$ cat src/rtl/multiword_add_pkg.sv
// multiword_add_pkg: shared types and constants for the
// nibble-serial multi-word add/sub sequencer.
package multiword_add_pkg;

  localparam int NIBBLES_DEF = 4;

  typedef enum logic [1:0] {
    IDLE,
    RUN,
    DONE
  } state_t;

  function automatic int k_width(input int n);
    return (n < 2) ? 1 : $clog2(n);
  endfunction

endpackage

$ cat src/rtl/multiword_add_seq_adder.sv
// parallel_adder_4: 4-bit ripple-carry adder shared by the
// multi-word sequencer as its only arithmetic datapath.
module parallel_adder_4 (
  input  logic [3:0] a,
  input  logic [3:0] b,
  input  logic       ci,
  output logic [3:0] s,
  output logic       co
);

  logic [4:0] c;

  assign c[0] = ci;

  for (genvar i = 0; i < 4; i++) begin : g_fa
    assign s[i]   = a[i] ^ b[i] ^ c[i];
    assign c[i+1] = (a[i] & b[i]) | (c[i] & (a[i] ^ b[i]));
  end

  assign co = c[4];

endmodule

$ cat src/rtl/multiword_add_seq.sv
// multiword_add_seq: wide add/sub done one nibble per cycle,
// LSB first, through a single 4-bit ripple adder.
module multiword_add_seq
  import multiword_add_pkg::*;
#(
  parameter int NIBBLES = NIBBLES_DEF
) (
  input  logic                 clk,
  input  logic                 rst,
  input  logic                 cmd_valid,
  output logic                 cmd_ready,
  input  logic [4*NIBBLES-1:0] a,
  input  logic [4*NIBBLES-1:0] b,
  input  logic                 cin,
  input  logic                 sub,
  output logic                 res_valid,
  input  logic                 res_ready,
  output logic [4*NIBBLES-1:0] sum,
  output logic                 cout,
  output logic                 ovf
);

  localparam int W  = 4 * NIBBLES;
  localparam int KW = k_width(NIBBLES);

  state_t        state;
  logic [KW-1:0] k;
  logic [W-1:0]  a_r;
  logic [W-1:0]  b_r;
  logic [W-1:0]  sum_r;
  logic          carry_r;
  logic          cout_r;
  logic          ovf_r;

  logic [W-1:0]  a_sh;
  logic [W-1:0]  b_sh;
  logic [3:0]    sn;
  logic          co;
  logic          last;

  assign a_sh = a_r >> {k, 2'b00};
  assign b_sh = b_r >> {k, 2'b00};
  assign last = (k == KW'(NIBBLES - 1));

  parallel_adder_4 u_add (
    .a  (a_sh[3:0]),
    .b  (b_sh[3:0]),
    .ci (carry_r),
    .s  (sn),
    .co (co)
  );

  always_ff @(posedge clk) begin
    if (rst) begin
      state   <= IDLE;
      k       <= '0;
      a_r     <= '0;
      b_r     <= '0;
      sum_r   <= '0;
      carry_r <= 1'b0;
      cout_r  <= 1'b0;
      ovf_r   <= 1'b0;
    end else begin
      unique case (state)
        IDLE: begin
          if (cmd_valid) begin
            a_r     <= a;
            b_r     <= sub ? ~b : b;
            carry_r <= sub | cin;
            k       <= '0;
            state   <= RUN;
          end
        end
        RUN: begin
          sum_r[{k, 2'b00} +: 4] <= sn;
          carry_r                <= co;
          if (last) begin
            cout_r <= co;
            // b_r already holds ~B for sub, so one rule fits both
            ovf_r  <= (a_r[W-1] == b_r[W-1]) && (sn[3] != a_r[W-1]);
            state  <= DONE;
          end else begin
            k <= k + 1'b1;
          end
        end
        DONE: begin
          if (res_ready) state <= IDLE;
        end
        default: state <= IDLE;
      endcase
    end
  end

  assign cmd_ready = (state == IDLE) && !rst;
  assign res_valid = (state == DONE);
  assign sum       = sum_r;
  assign cout      = cout_r;
  assign ovf       = ovf_r;

endmodule

$ cat config.mk
export PLATFORM = sky130hd
export DESIGN_NAME = multiword_add_seq
export DESIGN_NICKNAME = d
export VERILOG_FILES = /design/src/rtl/multiword_add_pkg.sv /design/src/rtl/multiword_add_seq_adder.sv /design/src/rtl/multiword_add_seq.sv
export SDC_FILE = /design/constraint.sdc
export NUM_CORES = 1
export LEC_CHECK = 0
export ABC_AREA = 0
export CORE_ASPECT_RATIO = 1.4
export CORE_MARGIN = 2
export CORE_UTILIZATION = 24
export CTS_CLUSTER_DIAMETER = 30
export CTS_CLUSTER_SIZE = 14
export DETAILED_ROUTE_END_ITERATION = 6
export GPL_ROUTABILITY_DRIVEN = 0
export GPL_TIMING_DRIVEN = 0
export MAX_ROUTING_LAYER = met4
export SYNTH_ARGS = -nofsm -noshare
export SYNTH_HDL_FRONTEND = slang
export SYNTH_SLANG_ARGS = --single-unit
$ cat constraint.sdc
create_clock -name clk -period 4.6 [get_ports clk]
set_clock_uncertainty 0.15 [all_clocks]
set_input_delay 1.15 -clock clk [delete_from_list [all_inputs] [get_ports clk]]
set_output_delay 1.15 -clock clk [all_outputs]
set_load 0.05 [all_outputs]
==> impl_metrics.toml <==
[global_route]
overflow = 0
grt_pass1_wl_um = 11070
grt_use_total = 0.1215
antenna_found_initial = 0
grt_pass1_vias = 2335
grt_max_degree = 17

[timing]
finalSetupTns_ns = 0
finalCritPeriodShare = 0.8788
max_freq_ghz = 0.2474
slew_violations = 0
rsz0062_at_grt = "false"
finalSetupViolations = 0
hold_viol = 0
max_slew_margin = 0.5697
period_needed_ns = 4.043
tightest_slew_ns = 0.6455

[route]
wire_per_inst_um = 13.90
route.vias.total = 2202
drtAntennaViolNets = 0
first_pass_iters = 4
routed_wl_um = 6712
viasPerCell = 4.559
drc = 0
first_iter_violations = 104

[synthesis]
synth_area_leader_cell = "dfxtp_1"
syn_area_per_cell_um2 = 9.494
synth.most_common_cell = "dfxtp_1"
ys_async_sr_fraction = 0
synthFlopType = "dfxtp_1"
synthesis.nets = 327
synth_edf_count = 0
yosysWarnings = 0
syn_area_um2 = 2649
synth.distinct_cells = 37
synth_common_cells = "dfxtp_1 (55), nand2_1 (40), a21oi_1 (29)"
yosys-top-cells-area = "dfxtp_1 (42%), mux4_2 (6.8%), nand2_1 (5.7%), a21oi_1 (5.5%), xnor2_1 (5.3%)"
synth_cells = 279
synth_seq_area_share = 0.4157
ys_ff_latch = 55
synth_largest_type_area_fraction = 0.4157

[place]
port_buffers = 55
post-dp-hpwl_um = 5313

[clock_tree]
htreeDepth = 2
cts_setup_buffers = 0
cts.clk_slew.worst_paths_ns = 0.07
clk_latency_ns = 0.29
clock-root-buffer = "clkbuf_16"
post_cts_resize_count = 0
cts_tree = "done"
cts_sinks = 55
cts_buffers = 5
cts_hold_buffers = 0
cts_buffer_depth = 2

[layout]
drive_gt1_frac = 0.1082
syn_to_final_growth_pct = 32.78
fin_util = 0.3253
seq_area_um2 = 1101
multi_input_area_um2 = 1383
fin_nets = 389
diodes = 0
n_fill_cell = 1132

[run_status]
status = "finished clean"

[floorplanning]
rows = 45
die_area_um2 = 11900
fp.dieW_um = 92.79
io_pins = 58
start_util = 0.2450
die_height_um = 128.3
core_area_um2 = 10810

[critical_path]
crit_family = "buffers and inverters"
startpoint_type = "input pin"
r2r_slack_ns = 0.95
cp_slowest_cell = "clkdlybuf4s50_1"
crit_required_ns = 3.30
worst-path-buf-inv = 3
worstSetupPathType = "input pin to output port"
critPathMaxFanout = 10
crit_chain = "clkbuf_1 > clkbuf_1 > nor3_1 > clkdlybuf4s50_1"
critPathCaptureType = "output port"
rr_endpoint = "ovf"
reg2reg_depth = 10
crit_path_frequent_cell = "clkbuf_1"
arrival_ns = 2.74
r2r-start = "k[0]"
slowest_delay_ns = 0.87

[hold_path]
hp-start = "sum[7]"
hp-class = "flip-flop to flip-flop"
worstHoldEndpoint = "sum[7]"
hold_depth = 2

[flow_run]
cap_viol_max_count = 0

[pwr]
power.density_nw_per_um2 = 318.0
vdd_drop_max_mv = 0.1392
leakage_nw = 1.221
logic make-up after synthesis:
logic type	after synthesis	synth area share
DFF	55	0.4157
AOI/OAI and AO/OA	59	0.1521
adders and majority gates	10	0.05857
xor gates and xnor gates	16	0.05290
and+or+nand+nor	98	0.1904
muxes	8	0.06802
buffers and inverters	33	0.06235
layout make-up:
type / count / area share
multi-input combinational: 191 / 0.3931
tap: 141 / 0.05016
timing repair buffer: 55 / 0.1565
clock buffer: 6 / 0.03664
inverter: 12 / 0.01281
buffer: 21 / 0.03415
sequential: 55 / 0.3131
clock inverter: 2 / 0.003557
power breakdown:
group / total, mW / internal (mW) / switching [mW] / leakage, nW
registers: 0.521 / 0.503 / 0.0175 / 0.450
clock network: 0.369 / 0.201 / 0.168 / 0.0669
logic: 0.228 / 0.107 / 0.122 / 0.704
total: 1.12 / 0.811 / 0.307 / 1.22
state kept, by name, indices dropped and copies added (netlist names):
| name | cells |
|---|---|
| k | 2 |
| state | 2 |
| carry_r | 1 |
| a_r | 16 |
| ovf | 1 |
| sum | 16 |
| cout | 1 |
| b_r | 16 |
cells in the final DEF, fill, tap and decap left out, types with 2 or more instances in the layout:
master,n
dfxtp_1,55
clkdlybuf4s50_1,55
nand2_1,40
a21oi_1,29
nor2_1,25
a211oi_1,17
xnor2_1,16
inv_1,12
buf_2,9
mux4_2,8
clkbuf_1,7
a32oi_1,7
nand3b_1,6
ha_1,6
nand2b_1,5
clkbuf_16,5
fa_1,4
buf_6,3
nor2b_1,3
nand3_1,3
nor3_1,2
buf_4,2
o32ai_1,2
o32ai_2,2
nand4_1,2
or3_1,2
how the worst max path moves through the flow:
stage                     cells after the start  from  slack [ns]   endpoint
after detailed placement                      4   rst        0.60  cmd_ready
after global placement                        4   rst        0.59  cmd_ready
after CTS                                     4   rst        0.58  cmd_ready
final                                         4   rst        0.56  cmd_ready
after global routing                          4   rst        0.49  cmd_ready
after floorplan                               3   rst        0.77  cmd_ready
metrics by stage:
stage	hold WS (ns)	cells	area [um^2]	setup WS [ns]	total power, mW
finish	0.2997	483	3517	0.5575	1.119
global route	0.3188	483	3517	0.4938	1.170
CTS	0.3028	483	3517	0.5799	1.127
detailed placement	0.2953	475	3376	0.5957	0.7616
global placement	0.2919	475	3376	0.5939	0.7568
floorplan	0.2831	279	2649	0.7741	0.6748
worst reg2reg max path, delay by kind of cell, from the launching register on:
kind            cells  cell delay [ns]
mux                 1             0.55
compound gates      2             0.35
fa+ha+maj           4             1.42
flops               1             0.55
buf+inv             3             0.55
metal layers:
| metal | part of all wire | GRT usage | vias to the layer above |
|---|---|---|---|
| met5 | 0 | - | - |
| met4 | 0.020 | 0.03893 | 0 |
| met2 | 0.55 | 0.2315 | 50 |
| met3 | 0.039 | 0.02293 | 10 |
| li1 | - | - | 1091 |
| met1 | 0.39 | 0.1234 | 1051 |
Power figures use the tool's default switching activity.
